`src/rtl/vdc_vram_pkg.sv`:
```
// Shared types and constants for the VDC VRAM arbiter slice.
package vdc_vram_pkg;

  localparam int unsigned VRAM_WORDS = 32768;
  localparam int unsigned VRAM_AW    = $clog2(VRAM_WORDS);
  localparam int unsigned MAW        = 16;
  localparam int unsigned DW         = 16;

  typedef enum logic [1:0] {
    REQ_DISP = 2'd0,
    REQ_CPU  = 2'd1,
    REQ_DMA  = 2'd2
  } vram_req_t;

  typedef struct packed {
    logic [MAW-1:0] addr;
    logic           we;
    logic [DW-1:0]  wdata;
  } vram_cmd_t;

endpackage

```
`src/rtl/vram_rr_pick.sv`:
```
// Two-way round-robin picker; last_b_q remembers whether side b won most recently.
module vram_rr_pick (
  input  logic clock,
  input  logic reset_N,
  input  logic req_a_i,
  input  logic req_b_i,
  input  logic upd_a_i,
  input  logic upd_b_i,
  output logic pick_a_c_o,
  output logic pick_b_c_o
);

  logic last_b_q;

  // On a tie the side that did not win last time goes first.
  assign pick_a_c_o = req_a_i && (!req_b_i || last_b_q);
  assign pick_b_c_o = req_b_i && (!req_a_i || !last_b_q);

  always_ff @(posedge clock or negedge reset_N) begin
    if (!reset_N) begin
      last_b_q <= 1'b1;
    end else if (upd_a_i) begin
      last_b_q <= 1'b0;
    end else if (upd_b_i) begin
      last_b_q <= 1'b1;
    end
  end

endmodule

```
`src/rtl/vram_arbiter.sv`:
```
// VRAM arbiter: display > {cpu, dma round-robin}, with cpu starvation override.
// Optional build macro VRAM_WRITE_PROTECT_EN blocks writes above 32K words and pulses err.
module vram_arbiter
  import vdc_vram_pkg::*;
#(
  parameter int unsigned MAX_WAIT = 8,
  parameter int unsigned AW       = 16
) (
  input  logic          clock,
  input  logic          reset_N,
  input  logic          disp_req,
  input  logic          cpu_req,
  input  logic          dma_req,
  input  logic          disp_we,
  input  logic          cpu_we,
  input  logic          dma_we,
  input  logic [AW-1:0] disp_addr,
  input  logic [AW-1:0] cpu_addr,
  input  logic [AW-1:0] dma_addr,
  input  logic [15:0]   cpu_wdata,
  input  logic [15:0]   dma_wdata,
  output logic          disp_gnt,
  output logic          cpu_gnt,
  output logic          dma_gnt,
  output logic          rvalid,
  output logic [1:0]    rtag,
  output logic [15:0]   rdata,
  output logic [15:0]   MA,
  output logic          re,
  output logic          we,
  output logic [15:0]   MD_in,
  input  logic [15:0]   MD_out,
  output logic          err
);

  localparam int unsigned WCW = $clog2(MAX_WAIT + 1);

`ifdef VRAM_WRITE_PROTECT_EN
  localparam bit WP_EN = 1'b1;
`else
  localparam bit WP_EN = 1'b0;
`endif

  logic [WCW-1:0] wait_cnt_q, wait_cnt_d;
  logic           starve_c;
  logic           pick_cpu_c, pick_dma_c;
  logic           gnt_any_c;
  logic           blocked_c;
  vram_cmd_t      cmd_c;
  vram_req_t      tag_c;

  logic [15:0]    ma_q, md_in_q;
  logic           re_q, we_q, err_q;
  vram_req_t      tag1_q, rtag_q;
  logic           rvalid_q;

  vram_rr_pick u_rr_pick (
    .clock      (clock),
    .reset_N    (reset_N),
    .req_a_i    (cpu_req),
    .req_b_i    (dma_req),
    .upd_a_i    (cpu_gnt),
    .upd_b_i    (dma_gnt),
    .pick_a_c_o (pick_cpu_c),
    .pick_b_c_o (pick_dma_c)
  );

  assign starve_c = cpu_req && (wait_cnt_q == WCW'(MAX_WAIT));

  // Grant selection and winner command mux.
  always_comb begin
    disp_gnt = 1'b0;
    cpu_gnt  = 1'b0;
    dma_gnt  = 1'b0;
    cmd_c    = '0;
    tag_c    = REQ_DISP;
    if (starve_c) begin
      cpu_gnt = 1'b1;
    end else if (disp_req) begin
      disp_gnt = 1'b1;
    end else begin
      cpu_gnt = pick_cpu_c;
      dma_gnt = pick_dma_c;
    end
    if (disp_gnt) begin
      cmd_c.addr = MAW'(disp_addr);
      cmd_c.we   = disp_we;
      tag_c      = REQ_DISP;
    end else if (cpu_gnt) begin
      cmd_c.addr  = MAW'(cpu_addr);
      cmd_c.we    = cpu_we;
      cmd_c.wdata = cpu_wdata;
      tag_c       = REQ_CPU;
    end else if (dma_gnt) begin
      cmd_c.addr  = MAW'(dma_addr);
      cmd_c.we    = dma_we;
      cmd_c.wdata = dma_wdata;
      tag_c       = REQ_DMA;
    end
  end

  assign gnt_any_c  = disp_gnt || cpu_gnt || dma_gnt;
  assign blocked_c  = WP_EN && gnt_any_c && cmd_c.we && cmd_c.addr[VRAM_AW];
  assign wait_cnt_d = (cpu_req && !cpu_gnt) ? wait_cnt_q + WCW'(1) : '0;

  // T1 command register and T2 read-return tag pipeline.
  always_ff @(posedge clock or negedge reset_N) begin
    if (!reset_N) begin
      wait_cnt_q <= '0;
      ma_q       <= '0;
      md_in_q    <= '0;
      re_q       <= 1'b0;
      we_q       <= 1'b0;
      err_q      <= 1'b0;
      tag1_q     <= REQ_DISP;
      rvalid_q   <= 1'b0;
      rtag_q     <= REQ_DISP;
    end else begin
      wait_cnt_q <= wait_cnt_d;
      if (gnt_any_c) begin
        ma_q    <= cmd_c.addr;
        md_in_q <= cmd_c.wdata;
      end
      re_q     <= gnt_any_c && !cmd_c.we;
      we_q     <= gnt_any_c && cmd_c.we && !blocked_c;
      err_q    <= blocked_c;
      tag1_q   <= tag_c;
      rvalid_q <= re_q;
      rtag_q   <= tag1_q;
    end
  end

  assign MA     = ma_q;
  assign MD_in  = md_in_q;
  assign re     = re_q;
  assign we     = we_q;
  assign err    = err_q;
  assign rvalid = rvalid_q;
  assign rtag   = rtag_q;
  assign rdata  = MD_out;

endmodule

```
`config.mk`:
```
export PLATFORM = sky130hd
export DESIGN_NAME = vram_arbiter
export DESIGN_NICKNAME = d
export VERILOG_FILES = /design/src/rtl/vdc_vram_pkg.sv /design/src/rtl/vram_rr_pick.sv /design/src/rtl/vram_arbiter.sv
export SDC_FILE = /design/constraint.sdc
export NUM_CORES = 1
export LEC_CHECK = 0
export CORE_MARGIN = 2
export CORE_UTILIZATION = 37
export DETAILED_ROUTE_END_ITERATION = 8
export GPL_ROUTABILITY_DRIVEN = 1
export PLACE_DENSITY = 0.91
export SLEW_MARGIN = 10
export SYNTH_ARGS = -nofsm -noshare
export SYNTH_HDL_FRONTEND = slang
export SYNTH_SLANG_ARGS = --single-unit
```
`constraint.sdc`:
```
create_clock -name clock -period 2.74 [get_ports clock]
set_input_delay 0.274 -clock clock [delete_from_list [all_inputs] [get_ports clock]]
set_output_delay 0.274 -clock clock [all_outputs]
set_load 0.01 [all_outputs]
```
# [Word level (Yosys, flattened, before mapping)]
# Cells that the tools add are included.
[classes] n_eq_ne=1 n_addsub=1 reduce_logical=16 muxes=16
[ops] operator="$mux W33" count=2
[ops] operator="$mux W17" count=1
[ops] operator="$mux W16" count=1
[ops] operator="$mux W1" count=8
[ops] operator="$logic_and A1 B1 Y1" count=6
[ops] operator="$mux W2" count=3
[ops] operator="$logic_not A1 Y1" count=5
[ops] operator="$add A4 B1 Y4 const B" count=1
[ops] operator="$eq A4 B4 Y1 const B" count=1
[ops] operator="$logic_or A1 B1 Y1" count=4
[ops] operator="$mux W4" count=1
[ops] operator="$reduce_bool A2 Y1" count=1
[word_totals] in_bits=104 register_bits=44 word_cells=43 output_inout_bits=57

# [Depth between registers and ports, before layout]
# Gate-level depths: netlist of run 1.
[depth] depth_word=10 depth_mapped=9 depth_no_buf=7

# [Modules after synthesis]
# A second synthesis of run 1 with hierarchy kept.
[unflattened] cells_unflattened=233 area_unflattened_um2=2407.3
[modules_own_cells] mod="vram_arbiter" cells_each=227 area_each_um2=2354.8 seq_area_each_um2=1076.0 n_inst=1
[modules_own_cells] mod="vram_rr_pick" cells_each=6 area_each_um2=52.6 seq_area_each_um2=26.3 n_inst=1

# [Worst setup path after synthesis of run 1]
# Ideal clock, no wire load.
[synth_path] kind="register to register" start="register wait_cnt_q[0]" end="register md_in_q[14], in the netlist MD_in[14]" path_buffers=2 required_time_ps=2613 arrival_time_ps=1682 setup_ps=127 slack_ps=931 path_stages_with_launch=10 period_less_slack_ps=1809 path_cell_list="dfrtp_1 -> inv_1 -> ha_1 -> and4b_1 -> buf_6 -> a31oi_4 -> inv_2 -> buf_6 -> a222oi_1 -> inv_1"
[synth_between] elab_chain_cells=6 elab_cells_between_ends=10 classes_between="eq/ne (1); mux (6); reduce/logical (3)"
[synth_rtl] element="start: declaration" line="vram_arbiter.sv:44" source="logic [WCW-1:0] wait_cnt_q, wait_cnt_d;"
[synth_rtl] element="start signal: assignment" line="vram_arbiter.sv:119" source="wait_cnt_q <= wait_cnt_d;"
[synth_rtl] element="$eq A4 B4 Y1 (*)" line="vram_arbiter.sv:68" source="assign starve_c = cpu_req && (wait_cnt_q == WCW'(MAX_WAIT));"
[synth_rtl] element="$logic_and A1 B1 Y1 (*)" line="vram_arbiter.sv:68"
[synth_rtl] element="$mux W1" line="vram_arbiter.sv:77" source="if (starve_c) begin"
[synth_rtl] element="$mux W33" line="vram_arbiter.sv:94" source="end else if (dma_gnt) begin"
[synth_rtl] element="$mux W33" line="vram_arbiter.sv:89" source="end else if (cpu_gnt) begin"
[synth_rtl] element="$mux W16" line="vram_arbiter.sv:85" source="if (disp_gnt) begin"
[synth_rtl] element="end signal: assignment" line="vram_arbiter.sv:122" source="md_in_q <= cmd_c.wdata;"
[synth_rtl] element="end: declaration" line="vram_arbiter.sv:52" source="logic [15:0] ma_q, md_in_q;"
# Mark *: on every way between the ends. The rest lies on a longest branch, timed or not.
# A chain may end at the register's enable or synchronous reset.

# [Worst setup path in the final report of run 1]
[layout_path] start="register wait_cnt_q[0]" end="output port cpu_gnt"
[layout_between] elab_chain_cells=3
[layout_rtl] element="$eq A4 B4 Y1" line="vram_arbiter.sv:68"
[layout_rtl] element="$logic_and A1 B1 Y1" line="vram_arbiter.sv:68"
[layout_rtl] element="$mux W1" line="vram_arbiter.sv:77"
[layout_rtl] element="end: declaration" line="vram_arbiter.sv:23" source="output logic cpu_gnt,"
# Every way passes these cells.

==> results of run 1 <==
[final cells by class]
cell class                 instances  area share
clock buffer                       5     0.01948
sequential                        44      0.3120
inverter                          22     0.02337
multi-input combinational        127      0.2280
tap                               75     0.02656
timing repair buffer             136      0.3775
clock inverter                     3     0.01310
[critical path, stage by stage, from the launching register on]
cell and delay, ns:
dfrtp_1 0.42, inv_1 0.07, ha_1 0.15, and4b_1 0.27, a31oi_4 0.06, inv_2 0.27, clkdlybuf4s50_1 0.61
[per-layer routing]
metal / global-route usage / routed length, um
met1: 0.2139 / 2528
met5: 0 / 0
met3: 0.06444 / 715
met2: 0.3446 / 3252
met4: 0.07797 / 131
[Yosys cell counts]
master and count:
dfrtp_1 43, inv_1 21, nor2_1 20, nand2_1 19, buf_4 18, a21oi_1 17, o21ai_0 17, a222oi_1 16
a2bb2oi_1 16, clkbuf_1 7, buf_2 4, and3_1 3, buf_6 3, ha_1 2, a211oi_1 1, a21boi_0 1
a21boi_2 1, a22oi_1 1, a31oi_1 1, a31oi_4 1, a32o_1 1, and4b_1 1, conb_1 1, dfstp_2 1
inv_2 1, nand2b_1 1, nand3_1 1, nand4b_1 1, nor2b_1 1, nor3_1 1, o22ai_1 1, xnor2_1 1
xor2_1 1
[worst max path at each step]
stage	startpoint	to	slack [ns]	cells after the start
finish	wait_cnt_q[0]$_DFF_PN0_	cpu_gnt	0.30	6
global route	wait_cnt_q[0]$_DFF_PN0_	cpu_gnt	0.19	6
CTS	wait_cnt_q[0]$_DFF_PN0_	cpu_gnt	0.29	6
detailed placement	dma_req	MD_in[11]$_DFFE_PN0P_	0.42	7
global placement	cpu_req	cpu_gnt	0.54	5
floorplan	wait_cnt_q[0]$_DFF_PN0_	MD_in[14]$_DFFE_PN0P_	0.93	9
[cells in the final DEF, fill, tap and decap left out, types with 5 or more instances in the layout]
| master | n |
|---|---|
| dfrtp_1 | 43 |
| buf_4 | 9 |
| nor2_1 | 20 |
| inv_1 | 21 |
| clkbuf_8 | 5 |
| a222oi_1 | 16 |
| nand2_1 | 19 |
| a21oi_1 | 17 |
| a2bb2oi_1 | 16 |
| clkdlybuf4s50_1 | 126 |
| o21ai_0 | 17 |
[sequential cells by signal (all words and copies together), names as in the netlist]
name                flops
we                      1
rvalid                  1
re                      1
MD_in                  16
rtag                    2
wait_cnt_q              4
u_rr_pick.last_b_q      1
tag1_q                  2
MA                     16
[metrics by stage]
stage	hold WS, ns	worst slack, ns
finish	0.1174	0.3040
detailed placement	0.3496	0.4230
global route	0.1950	0.1926
CTS	0.1608	0.2917
global placement	0.3376	0.5364
floorplan	-0.02159	0.9309
[power by group]
part | switching, W | leakage (nW) | internal [W]
clock network | 0.000234 | 0.0548 | 0.000275
logic | 0.000173 | 0.971 | 0.000266
registers | 0.0000373 | 0.548 | 0.000712
[kinds of logic (layout without fill, tap and decap cells)]
| group | Yosys count | in the layout | share of synthesized area |
|---|---|---|---|
| adders and majority gates | 2 | 2 | 0.01137 |
| buffers and inverters | 54 | 166 | 0.1353 |
| AOI/OAI and AO/OA | 74 | 74 | 0.2490 |
| DFF | 44 | 44 | 0.5009 |
| other | 1 | 1 | 0.001704 |
| and+or+nand+nor | 48 | 48 | 0.09380 |
| xor gates and xnor gates | 2 | 2 | 0.007961 |
==> results by stage, run 1 <==
Placement:
- Routability-driven placement finished with a final weighted congestion of 0.8021.
- The count of buffers inserted at the top-level ports is 127.
- Including well taps, the total number of placed cells is 404.
- The half-perimeter wire length of the detailed placement result is 4.884 mm.
- The standard cell area after detailed placement is 3418 um2.

Power and ir drop:
- The power per cell area is 480.1 nW/um2.
- The worst-case IR drop observed on VDD is 0.0002105 V.
- For this design the static power due to leakage is 1.574 nW.
- The total design power is 0.001697 W.

Timing:
- The worst path needs 2.436 ns of the cycle, external delays included.
- In the finished design, the share of the clock period the worst path needs comes to 0.8891.
- The setup TNS after final layout is 0 ns.
- The max-slew violation count came to 0.
- The upper clock frequency limit is 0.4105 GHz.
- Setup repair after global routing left no endpoint under its margin.
- The worst pin sits at a relative slew slack of 0.3569.
- The total count of hold-check failures in the final report is 0.
- At the pin with the least slew margin, the transition time is 0.9646 ns.
- The worst clock skew is 0.006981 ns.
- Setup violations remaining at the end of the flow were counted as 0.

Floorplan:
- The overall die area is 6581 um2.
- The number of top-level pins is 161.
- For this configuration, the core starts out at a cell density of 0.3762.
- The core area is 5851 um2.
- The initialized floorplan defines 28 standard-cell rows.
- The die is 81.13 um wide.
- From bottom edge to top edge, the die measures 81.13 um.

Worst setup path:
- The worst register-to-register path begins at wait_cnt_q[0]$_DFF_PN0_.
- The critical path is of the reg -> out type.
- The required arrival time at the worst endpoint is 2.47 ns.
- The peak fanout along the critical path is 16.
- The end of the worst register-to-register path is MD_in[11]$_DFFE_PN0P_.
- For the worst flop-to-flop path, the logic depth is 8.
- The worst setup path is captured at an output port.
- The setup slack of the worst register-to-register path is 0.59 ns.
- STA classifies the critical path startpoint as a flop.
- The critical path arrival is 2.16 ns.

Synth:
- The share of the Yosys chip area taken by registers is 0.5009.
- The number of different library cells used by synthesis comes to 33.
- Of the post-synthesis cell area, the dominant cell type holds 0.4889.
- The post-synthesis instance area is 2201 um2.
- The cell count after synthesis came out at 225.
- Counting every net in the synthesized netlist gives 331.
- During synthesis, Yosys emitted a total of 0 warnings.
- Ranked by total cell area, the synthesized netlist is headed by dfrtp_1, a222oi_1, a2bb2oi_1.
- The flip-flop and latch count after synthesis is 44.
- dfrtp_1 takes more of the synthesized area than any other cell.
- The mean post-synth cell area is 9.782 um2.

Global routing:
- Entering global routing, the biggest net connects 45 pins.
- The number of global-route vias before repair is 2105.
- The first-pass GRT wire length is 9.673 mm.
- The number of antenna violations at the first check in global routing is 0.
- The global route total overflow is 0.
- In the global route stage, overall resource usage came out at 0.1945.

Clock tree:
- After clock tree synthesis, the repair step resized 0 gates.
- The TritonCTS clock tree is yes.
- The CTS clock-pin slew for the worst setup and hold paths is 0.09 ns.
- The H-tree depth is 2.
- Buffers inserted to repair hold after CTS numbered 0.
- The tree is rooted in a clkbuf_8.
- For this design, the sink count on the clock tree is 44.
- The clock reaches the later pin of the worst-skew pair after 0.30 ns.
- Buffers inserted during clock tree synthesis total 5.
- The largest buffer count on any clock path is 2.
- The post-CTS repair timing setup buffer count is 0.

Worst hold path:
- The worst hold path class is in -> async.

Finish:
- The multi-input combinational cells in the finished layout cover a total of 805.8 um2.
- Of the cells placed in the final design, the portion with a size suffix greater than 1 is 0.06825.
- After filler insertion, the fill cell instance count of the layout stands at 495.
- The sequential cells in the finished layout cover a total of 1102 um2.
- The growth of design area from synthesis to finish is 60.55%.
- The net total in the final layout is 442.
- The number of antenna diodes in the final layout is 0.
- At the end of the flow the core is filled with cells to 0.6039.
- The finished layout holds 412 standard cells, fillers aside.
- After routing the design area is 3533 um2.

Drt:
- The detailed router finished its first iteration with 136 violations.
- The count of antenna-violating nets left after detailed routing is 0.
- Summed over all layers, the routed wires come to 6.628 mm.
- The iteration count of the initial detailed-routing pass is 6.
- The average via count per standard cell is 5.318.
- After detailed routing, the average wire length per cell comes to 16.09 um.
- The final route contains 2191 vias.
- The remaining routing DRC violations is 0.

Status:
- The flow ran to the end, and the final reports show no timing, DRC or antenna violations.

Job:
- The reported max-cap violation count is 0.
Power figures use the tool's default switching activity.
==> run 2, diff against run 1 <==
GPL_ROUTABILITY_DRIVEN = default   (was 1)
==> results of run 2 <==
Final layout, timing and power as in run 1 (identical DEF).
==> run 3, diff against run 2 <==
CTS_CLUSTER_DIAMETER = 100   (was default)
==> results of run 3 <==
Final layout, timing and power as in run 1 (identical DEF).
